<file path="config.mk">
export PLATFORM = sky130hd
export DESIGN_NAME = dmem_arbiter
export DESIGN_NICKNAME = d
export VERILOG_FILES = /design/src/rtl/dmem_arb_pkg.sv /design/src/rtl/dmem_rr_pick.sv /design/src/rtl/dmem_arbiter.sv
export SDC_FILE = /design/constraint.sdc
export NUM_CORES = 1
export LEC_CHECK = 0
export ABC_CLOCK_PERIOD_IN_PS = 3350
export CAP_MARGIN = 20
export CORE_UTILIZATION = 40
export DETAILED_ROUTE_END_ITERATION = 16
export DONT_BUFFER_PORTS = 1
export PLACE_DENSITY_LB_ADDON = 0.15
export SYNTH_ARGS = -nofsm -noshare
export SYNTH_HDL_FRONTEND = slang
export SYNTH_SLANG_ARGS = --single-unit
</file>
<file path="constraint.sdc">
create_clock -name clk -period 3.35 [get_ports clk]
set_input_delay 0.5025 -clock clk [delete_from_list [all_inputs] [get_ports clk]]
set_output_delay 0.5025 -clock clk [all_outputs]
set_load 0.005 [all_outputs]
</file>
<file path="src/rtl/dmem_arb_pkg.sv">
// dmem_arb_pkg: shared types for the data-memory arbiter.
//   state_e  - sequencer states (IDLE / ACCESS / RESP)
//   port_t   - requester index (0 = core LSU, 1 = DMA/debug loader)
//   F3_*     - RISC-V funct3 encodings for the load/store widths
//   acc_t    - access register captured at grant time
//   misaligned() - natural-alignment test used when DMEM_ARB_ALIGN_CHECK_EN is defined
package dmem_arb_pkg;

  typedef enum logic [1:0] {
    IDLE   = 2'd0,
    ACCESS = 2'd1,
    RESP   = 2'd2
  } state_e;

  typedef logic port_t;

  localparam logic [2:0] F3_B  = 3'd0;
  localparam logic [2:0] F3_H  = 3'd1;
  localparam logic [2:0] F3_W  = 3'd2;
  localparam logic [2:0] F3_BU = 3'd4;
  localparam logic [2:0] F3_HU = 3'd5;

  // Field widths of the access register; the top-level parameters default
  // to these, and the top casts when they are overridden.
  localparam int ACC_ADDR_W = 32;
  localparam int ACC_DATA_W = 32;

  typedef struct packed {
    logic                  we;
    logic [2:0]            func3;
    logic [ACC_ADDR_W-1:0] addr;
    logic [ACC_DATA_W-1:0] wdata;
    port_t                 port;
  } acc_t;

  // Halfwords need addr[0]=0, words need addr[1:0]=0; bytes and the
  // undefined encodings are never flagged.
  function automatic logic misaligned(input logic [2:0] f3, input logic [1:0] a);
    logic bad;
    bad = 1'b0;
    case (f3)
      F3_H, F3_HU: bad = a[0];
      F3_W:        bad = |a;
      default:     bad = 1'b0;
    endcase
    return bad;
  endfunction

endpackage

</file>
<file path="src/rtl/dmem_rr_pick.sv">
// dmem_rr_pick: combinational two-way round-robin pick.
//   req  - per-port request
//   last - port granted most recently
//   gnt  - one-hot grant vector (all zero when nobody requests)
//   win  - index of the winning port (0 when nobody requests)
// A lone requester always wins; with both requesting, the port that did not
// win last time is chosen.
module dmem_rr_pick
  import dmem_arb_pkg::*;
(
  input  logic [1:0] req,
  input  port_t      last,
  output logic [1:0] gnt,
  output port_t      win
);

  always_comb begin
    gnt = 2'b00;
    win = 1'b0;
    case (req)
      2'b01: begin gnt = 2'b01; win = 1'b0; end
      2'b10: begin gnt = 2'b10; win = 1'b1; end
      2'b11: begin
        win = ~last;
        gnt = last ? 2'b01 : 2'b10;
      end
      default: begin gnt = 2'b00; win = 1'b0; end
    endcase
  end

endmodule

</file>
<file path="src/rtl/dmem_arbiter.sv">
// dmem_arbiter: two-port arbiter/sequencer in front of the byte-addressed
// data memory. One access per slot: grant (IDLE/RESP) -> ACCESS -> RESP.
//
// Ports:
//   clk, rst_n              - clock, asynchronous active-low reset
//   req_i/we_i/func3_i/addr_i/wdata_i - per-port request fields (index = port)
//   gnt_o                   - combinational one-hot grant; fields captured this cycle
//   done_o                  - registered one-cycle completion pulse
//   rdata_o, err_o          - registered load data / misalignment flag, valid with done_o
//   mem_we/func3/addr/wdata - memory command, active only in ACCESS
//   mem_rdata               - combinational memory read data
//
// Handshake: a port holds req_i until it sees gnt_o in the same cycle; the
// request fields are sampled at that clock edge and may change afterwards.
// Dropping req_i before gnt_o has no effect.
//
// Build option DMEM_ARB_ALIGN_CHECK_EN: misaligned halfword/word accesses are
// blocked from writing memory and complete with err_o=1, rdata_o=0. Without it
// err_o is tied 0 and every access reaches memory unchanged.
module dmem_arbiter
  import dmem_arb_pkg::*;
#(
  parameter int ADDR_WIDTH = ACC_ADDR_W,
  parameter int DATA_WIDTH = ACC_DATA_W
) (
  input  logic                       clk,
  input  logic                       rst_n,
  input  logic [1:0]                 req_i,
  input  logic [1:0]                 we_i,
  input  logic [1:0][2:0]            func3_i,
  input  logic [1:0][ADDR_WIDTH-1:0] addr_i,
  input  logic [1:0][DATA_WIDTH-1:0] wdata_i,
  output logic [1:0]                 gnt_o,
  output logic [1:0]                 done_o,
  output logic [DATA_WIDTH-1:0]      rdata_o,
  output logic                       err_o,
  output logic                       mem_we,
  output logic [2:0]                 mem_func3,
  output logic [ADDR_WIDTH-1:0]      mem_addr,
  output logic [DATA_WIDTH-1:0]      mem_wdata,
  input  logic [DATA_WIDTH-1:0]      mem_rdata
);

  state_e                state_q, state_d;
  port_t                 last_q;
  acc_t                  acc_q;
  logic [1:0]            done_q;
  logic [DATA_WIDTH-1:0] rdata_q;
  logic [1:0]            pick_gnt;
  port_t                 pick_win;
  logic                  grant;
  logic                  acc_bad;

  dmem_rr_pick u_pick (
    .req  (req_i),
    .last (last_q),
    .gnt  (pick_gnt),
    .win  (pick_win)
  );

  // Grants are only offered while the memory slot is free; gating with rst_n
  // keeps gnt_o low while reset is held.
  always_comb begin
    gnt_o = 2'b00;
    if (rst_n && (state_q != ACCESS)) gnt_o = pick_gnt;
  end

  assign grant = |gnt_o;

  always_comb begin
    state_d = state_q;
    case (state_q)
      IDLE, RESP: state_d = grant ? ACCESS : IDLE;
      ACCESS:     state_d = RESP;
      default:    state_d = IDLE;
    endcase
  end

`ifdef DMEM_ARB_ALIGN_CHECK_EN
  logic err_q;
  assign acc_bad = misaligned(acc_q.func3, acc_q.addr[1:0]);
  assign err_o   = err_q;
`else
  assign acc_bad = 1'b0;
  assign err_o   = 1'b0;
`endif

  // Command fields hold the last captured access; only the write strobe is
  // qualified by the state, so reset during ACCESS kills it at once.
  assign mem_we    = (state_q == ACCESS) && acc_q.we && !acc_bad;
  assign mem_func3 = acc_q.func3;
  assign mem_addr  = ADDR_WIDTH'(acc_q.addr);
  assign mem_wdata = DATA_WIDTH'(acc_q.wdata);
  assign done_o    = done_q;
  assign rdata_o   = rdata_q;

  always_ff @(posedge clk or negedge rst_n) begin
    if (!rst_n) begin
      state_q <= IDLE;
      last_q  <= 1'b1;
      acc_q   <= '0;
      done_q  <= 2'b00;
      rdata_q <= '0;
`ifdef DMEM_ARB_ALIGN_CHECK_EN
      err_q   <= 1'b0;
`endif
    end else begin
      state_q <= state_d;
      done_q  <= 2'b00;
      if (grant) begin
        last_q      <= pick_win;
        acc_q.we    <= we_i[pick_win];
        acc_q.func3 <= func3_i[pick_win];
        acc_q.addr  <= ACC_ADDR_W'(addr_i[pick_win]);
        acc_q.wdata <= ACC_DATA_W'(wdata_i[pick_win]);
        acc_q.port  <= pick_win;
      end
      if (state_q == ACCESS) begin
        done_q[acc_q.port] <= 1'b1;
        // Stores and blocked accesses report zero data.
        rdata_q <= (acc_q.we || acc_bad) ? '0 : mem_rdata;
`ifdef DMEM_ARB_ALIGN_CHECK_EN
        err_q   <= acc_bad;
`endif
      end
    end
  end

endmodule

</file>
* Yosys cells after proc, flatten, opt, wreduce, memory -nomap -nowiden
Index checks and enable logic that the tools add are counted.
Widths: inputs -> output; s select.
** Storage, ports and cells
- Flip-flop bits (word level) :: 106
- Input bits :: 172
- Output and inout bits :: 105
- Logic and storage cells :: 43
** Cells by class
- Order comparisons :: 3
- Equal/unequal tests :: 6
- Muxes and demuxes :: 18
- Bitwise operators :: 1
- Reductions and logical operators :: 6
** Operators with widths (number)
- $mux 32 :: 5
- $eq 2x2->1 const B :: 3
- $mux 2 :: 3
- $mux 3 :: 2
- $pmux 2 s3 :: 1
- $eq 2x1->1 const B :: 2
- $lt 1x2->1 const B :: 2
- $mux 1 :: 4
- $pmux 2 s2 :: 1
- $reduce_or 2->1 :: 2
- $logic_and 1x1->1 :: 3
- $logic_not 2->1 :: 1
- $ne 2x1->1 const B :: 1
- $pmux 1 s2 :: 1
- $demux 1 s1 :: 1
- $ge 1x1->1 const B :: 1
- $not 1->1 :: 1

* Depth between registers and ports, before layout
Gate-level depths: netlist of run 1.
- Depth in word-level cells :: 6
- Depth in mapped cells :: 6
- Depth with buffers taken out :: 4

* By module
A second synthesis of run 1 with hierarchy kept.
** Second synthesis, totals
- Cells, all modules :: 449
- Area, all modules :: 5408.9 um^2
** Modules (own cells, without submodules)
- dmem_arbiter :: instances 1, cells an instance 445, area an instance 5382.7 um^2, sequential area each 2653.8 um^2
- dmem_rr_pick :: instances 1, cells an instance 4, area an instance 26.3 um^2, sequential area each 0.0 um^2

* Worst setup path before layout of run 1
OpenSTA, ideal clock, no wires.
- Kind :: reg-to-output
- From :: register last_q
- To :: output port gnt_o[0]
- Arrival :: 1263 ps
- Required time :: 2847 ps
- Setup slack :: 1584 ps
- Cell stages (with the launch flop) :: 5
- Buffers on the path :: 2
- Path through :: dfstp_2 > nand2b_1 > clkbuf_1 > clkbuf_1 > and3_1
** Between the ends
- Word-level cells in the longest chain between the ends :: 3
** Ends and longest elaborated chain
- start: declaration :: line dmem_arbiter.sv:45 : port_t last_q;
- start signal: assignment :: line dmem_arbiter.sv:111 : last_q <= pick_win;
- $mux 2 :: line dmem_rr_pick.sv:25 : gnt = last ? 2'b01 : 2'b10;
- $pmux 2 s3 :: line dmem_rr_pick.sv:20 : case (req)
- $mux 2 :: line dmem_arbiter.sv:65 : if (rst_n && (state_q != ACCESS)) gnt_o = pick_gnt;
- end: declaration :: line dmem_arbiter.sv:33 : output logic [1:0] gnt_o,
No other way between the ends.

* Worst setup path after layout of run 1
- From :: register state_q[1]
- To :: output port gnt_o[1]
** Between the ends
- Word-level cells in the longest chain between the ends :: 3
** Ends and longest elaborated chain
- start: declaration :: line dmem_arbiter.sv:44 : state_e state_q, state_d;
- start signal: assignment :: line dmem_arbiter.sv:108 : state_q <= state_d;
- $ne 2x1->1 :: line dmem_arbiter.sv:65
- $logic_and 1x1->1 :: line dmem_arbiter.sv:65
- $mux 2 :: line dmem_arbiter.sv:65
No other way between the ends.

==> reports/metrics.yaml, run 1 <==
pwr:
  vdd_ir_drop_max_v: 0.000293
  leakagePower_nw: 1.98
  power_density_nw_per_um2: 661
synthesis:
  synth_cell_types: 22
  synthSimpleGateAreaFrac_pct: 17.5
  synth_top_cell_area_share_pct: 50.0
  synth_xor_area_share_pct: 0
  synth_nets: 647
  synth_fa_ha_area_share_pct: 0
  ys_warn_count: 0
  yosysSeqAreaShare_pct: 50.5
  synth_cells: 475
  synthTopCellsByArea: "dfrtp_1, o221a_2, nand4b_1"
  synth_compound_area_share_pct: 17.9
  synth_area_leader_cell: "dfrtp_1"
  synth-seq-cells: 106
  synth_area_um2: 5260
  muxShareOfSynthArea_pct: 0
  syn_area_per_cell_um2: 11.1
  synth_top_family_by_area: "compound AO/OA/AOI/OAI gates"
timing:
  fin_crit_sh_pct: 72.7
  rsz0062_at_grt: "false"
  finalHoldViolations: 0
  finalMaxSlewViolations: 0
  fin_worst_skew_ns: 0.00687
  relSlewSlack_pct: 51.3
  timing.setup.tns_ns: 0
  max_freq_mhz: 410
  setup_violations: 0
  worst_pin_slew_ns: 0.731
  min_period_ns: 2.44
cts:
  clock_sinks: 106
  cts_buffer_depth: 2
  clock_latency_ns: 0.35
  numCtsBuffers: 9
  cts.clk_slew.worst_paths_ns: 0.07
  cts_tree: "yes"
  htreeDepth: 3
  clockRootBuffer: "clkbuf_16"
  cts_setup_buffers: 0
floorplan:
  dieHeight_um: 117
  rows: 41
  core_area_um2: 12700
  die_w_um: 117
  initial_core_util_pct: 41.3
  io_pins: 277
  die_area_um2: 13600
placement:
  post-dp-hpwl_um: 9000
  postPlaceCellArea_um2: 4840
  port_buffers: 0
  globalplace.congestion: 0.752
global_routing:
  grt_pass1_vias: 3255
  antenna_found_initial: 2
  grt_pass1_wl_um: 18500
  grt.total_usage_pct: 18.5
  grt_max_degree: 107
  overflow: 0
route:
  ant_nets: 0
  drtIter0Drc: 245
  vias_per_cell: 6.17
  wl_um: 13300
  vias: 3457
  dr.pass1.iters: 5
  drc: 0
  wire_per_inst_um: 23.8
critical_path:
  end_kind: "output pin"
  worstPathMaxFanout: 43
  required_ns: 2.85
  path_class: "reg -> out"
  worstPathArrival_ns: 1.93
  cp-start-kind: "flip-flop"
finish:
  drive_gt1_share_pct: 26.4
  design_area_um2: 5180
  syn2layout_area_growth_pct: -1.45
  nNetsFinal: 554
run_status:
  status: "completed"
job:
  drv_cap: 0
hold_path:
  min_path_type: "in -> async"
## synthesized netlist by cell type
cell type and number:
and2_1 2, inv_2 1, nor2_1 3, nor3_4 1, nand2_1 66, nand2b_2 1, nor3_1 2, inv_1 3
clkbuf_1 31, o21ai_0 32, and3_1 1, buf_4 73, a21o_1 2, buf_2 9, conb_1 1, buf_1 3
nand4_1 1, o221a_2 68, nand2b_1 1, nand4b_1 68, dfrtp_1 105, dfstp_2 1
## final timing paths
path	from	to	slack, ns	cells past startpoint
worst max-delay path	state_q[1]	gnt_o[1]	0.91	4
worst min-delay path	rst_n	mem_wdata[6]	0.03	1
worst max register to register	last_q	mem_addr[27]	1.43	4
worst min register to register	acc_q[0]	done_o[0]	0.49	1
max in group asynchronous	rst_n	mem_addr[29]	2.79	1
min in group clk	mem_rdata[13]	rdata_o[13]	0.29	2
## kinds of logic (layout without fill, tap and decap cells)
logic type,after synthesis,count (layout)
simple gates,146,146
buf+inv,120,32
compound gates,102,102
flops,106,106
other cells,1,2
## stage by stage
| stage | instances | hold slack, ns | utilization [%] | setup slack [ns] | power (mW) |
|---|---|---|---|---|---|
| finish | 560 | 0.0311 | 40.7 | 0.914 | 3.42 |
| global route | 560 | 0.0825 | 40.7 | 0.807 | 3.62 |
| CTS | 559 | 0.107 | 40.7 | 0.903 | 3.48 |
| detailed placement | 542 | 0.209 | 38.1 | 1.29 | 2.33 |
| global placement | 542 | 0.209 | 38.1 | 1.30 | 2.31 |
| floorplan | 475 | 0.207 | - | 1.58 | 2.39 |
## layout make-up
type / instances / area, um2
fill: 1240 / 7540
tap: 172 / 215
antenna: 1 / 2.50
clock inverter: 7 / 82.6
inverter: 4 / 15.0
timing repair buffer: 12 / 110
clock buffer: 9 / 225
multi-input combinational: 249 / 1870
sequential: 106 / 2650
## flip-flops by register name (all words and copies together) (netlist names)
name,cells
acc_q,2
done_o,2
last_q,1
mem_addr,32
mem_func3,3
mem_wdata,32
rdata_o,32
state_q,2
## routing by layer
metal	part of all wire (%)	global-route usage [%]
met2	50	30.5
met1	38	21.4
met3	10	7.01
met4	2.0	8.61
met5	0.098	0
## timing repair
item,4_1_cts,5_1_grt
gates resized for setup,0,0
endpoints found under the hold margin,106,0
hold buffers,1,0
## worst max-delay path: stages, from the launching register on
cell and delay (ns):
dfrtp_1 0.36, nand2b_4 0.36, nand4_1 0.23, buf_4 0.43
inv_1 0.16
## power breakdown
group	internal [mW]	total (mW)	switching, mW
registers	1.55	1.78	0.237
logic	0.255	0.537	0.282
clock network	0.595	1.10	0.509
total	2.40	3.42	1.03
## cells in the final DEF, fill, tap and decap left out, types with 2 or more instances in the layout
master	n
nor2_1	3
a21o_1	2
nand2_1	66
buf_4	11
nand4b_1	68
o21ai_0	32
o221a_2	68
nor3_1	2
inv_1	3
clkbuf_16	9
inv_8	2
dfrtp_1	105
inv_6	2
Note: power is estimated with default switching activity, not from simulation.
==> run 2, diff against run 1 <==
--- a/config.mk
+++ b/config.mk
@@ -5,7 +5,7 @@
 export SDC_FILE = /design/constraint.sdc
 export NUM_CORES = 1
 export LEC_CHECK = 0
-export ABC_CLOCK_PERIOD_IN_PS = 3350
+export ABC_CLOCK_PERIOD_IN_PS = 2460
 export CAP_MARGIN = 20
 export CORE_UTILIZATION = 40
 export DETAILED_ROUTE_END_ITERATION = 16
==> constraint.sdc (replaced) <==
create_clock -name clk -period 2.46 [get_ports clk]
set_input_delay 0.369 -clock clk [delete_from_list [all_inputs] [get_ports clk]]
set_output_delay 0.369 -clock clk [all_outputs]
set_load 0.005 [all_outputs]
==> run 2 against run 1 <==
Power rose by 31%. Critical path type unchanged. Worst hold slack got worse by 0.31 ns. Via count fell by 1.5%. Critical endpoint unchanged. Cell area fell by 0.29%. The run now ends with negative hold slack left. Critical path depth did not move.
==> reports/metrics.yaml, run 2 (same netlist as run 1, synthesis figures left out) <==
critical_path:
  reg2reg_from: "state_q[0]"  # was last_q
  end_kind: "output pin"  # unchanged
  path_class: "reg -> out"  # unchanged
  cp-start-kind: "flip-flop"  # unchanged
  worstPathArrival_ns: 1.61  # was 1.93 ns
  worstPathMaxFanout: 53  # was 43
  required_ns: 2.09  # was 2.85 ns
  crit_start: "state_q[1]"  # unchanged
hold_path:
  min_path_type: "in -> async"  # unchanged
run_status:
  status: "finished with violations"  # was completed
  violations: "negative hold slack"
route:
  drc: 0  # unchanged
  wl_um: 13400  # was 13300 um
  drtIter0Drc: 140  # was 245
  vias_per_cell: 6.07  # was 6.17
  dr.pass1.iters: 5  # unchanged
  wire_per_inst_um: 23.8  # about the same
  vias: 3404  # was 3457
  ant_nets: 0  # unchanged
finish:
  final_cell_mix: "dfrtp_1, nand4b_1, o221a_2"  # unchanged
  drive_gt1_share_pct: 25.8  # was 26.4%
  fin_cells: 561  # was 560
  nNetsFinal: 554  # unchanged
  layout_commonest_cell: "dfrtp_1"  # unchanged
  utilization_pct: 40.6  # was 40.7%
  syn2layout_area_growth_pct: -1.74  # was -1.45%
timing:
  setup_violations: 0  # unchanged
  fin_worst_skew_ns: 0.00825  # was 0.00687 ns
  max_freq_mhz: 504
  finalMaxSlewViolations: 0  # unchanged
  finalHoldViolations: 106  # was 0
  rsz0062_at_grt: "false"  # unchanged
  relSlewSlack_pct: 52.0  # was 51.3%
  min_period_ns: 1.98
  fin_crit_sh_pct: 80.6
  timing.setup.tns_ns: 0  # unchanged
  worst_pin_slew_ns: 0.720  # was 0.731 ns
  worst_hold_slack_ns: -0.278  # was 0.0311 ns
cts:
  cts.clk_slew.worst_paths_ns: 0.07  # about the same
  numCtsBuffers: 9  # unchanged
  clockRootBuffer: "clkbuf_16"  # unchanged
  htreeDepth: 3  # unchanged
  clock_sinks: 106  # unchanged
  cts_setup_buffers: 0  # unchanged
  clock_latency_ns: 0.34  # was 0.35 ns
  cts_buffer_depth: 2  # unchanged
  cts.repair.resized: 0  # unchanged
  cts_tree: "yes"  # unchanged
placement:
  port_buffers: 0  # unchanged
  post-dp-hpwl_um: 9160  # was 9000 um
  dp.cells: 543  # was 542
  globalplace.congestion: 0.771  # was 0.752
floorplan:
  die_area_um2: 13600  # unchanged
  initial_core_util_pct: 41.3  # unchanged
  dieHeight_um: 117  # unchanged
  core_area_um2: 12700  # unchanged
  rows: 41  # unchanged
  io_pins: 277  # unchanged
  die_w_um: 117  # unchanged
pwr:
  power_density_nw_per_um2: 868  # was 661 nW/um2
  vdd_ir_drop_max_v: 0.000343  # was 0.000293 V
  leakagePower_nw: 1.96  # was 1.98 nW
  power_mw: 4.48  # was 3.42 mW
global_routing:
  grt.total_usage_pct: 18.5  # about the same
  grt_pass1_vias: 3210  # was 3255
  overflow: 0  # unchanged
  grt_max_degree: 110  # was 107
  grt_pass1_wl_um: 18700  # was 18500 um
  antenna_found_initial: 2  # unchanged
job:
  drv_cap: 0  # unchanged
run 2: critical path, stage by stage (launching register included):
cell and delay [ns]:
dfrtp_1 0.36, nand2b_4 0.25, nand4_1 0.22, buf_12 0.28, inv_1 0.14
run 2: power by group:
| part | total [mW] | switching [mW] | internal (mW) |
|---|---|---|---|
| Combinational | 0.719 | 0.361 | 0.359 |
| Clock | 1.34 | 0.641 | 0.695 |
| Sequential | 2.43 | 0.322 | 2.11 |
| Total | 4.48 | 1.32 | 3.16 |
run 2: metal layers:
metal,vias up,global-route usage (%),share of wire [%]
met1,1706,21.5,39
met2,170,31.2,50
met5,-,0,0
li1,1515,-,-
met3,13,6.85,9.7
met4,0,7.26,1.4
run 2: per-stage QoR:
stage          instance area [um2]  setup WS, ns
2_1_floorplan                 5260         0.828
3_3_place_gp                  4890         0.849
3_5_place_dp                  4890         0.802
4_1_cts                       5160         0.455
5_1_grt                       5160         0.390
6_report                      5160         0.476
run 2: final cells by class:
| cell class | count | area, um2 |
|---|---|---|
| Fill cell | 1258 | 7560 |
| Sequential cell | 106 | 2650 |
| Multi-Input combinational cell | 249 | 1870 |
| Clock buffer | 11 | 233 |
| Tap cell | 172 | 215 |
| Timing Repair Buffer | 12 | 128 |
| Clock inverter | 5 | 40.0 |
| Inverter | 4 | 15.0 |
| Antenna cell | 2 | 5.00 |
run 2: path summary, 6_finish.rpt:
kind                           endpoint  slack (ns)  cells past startpoint
max in group asynchronous        last_q        2.55                      0
max                            gnt_o[1]        0.48                      4
min                        mem_addr[30]       -0.28                      0
min in group clk            rdata_o[22]        0.17                      2
min reg2reg                   done_o[0]        0.47                      1
max reg2reg                mem_addr[20]        0.81                      5
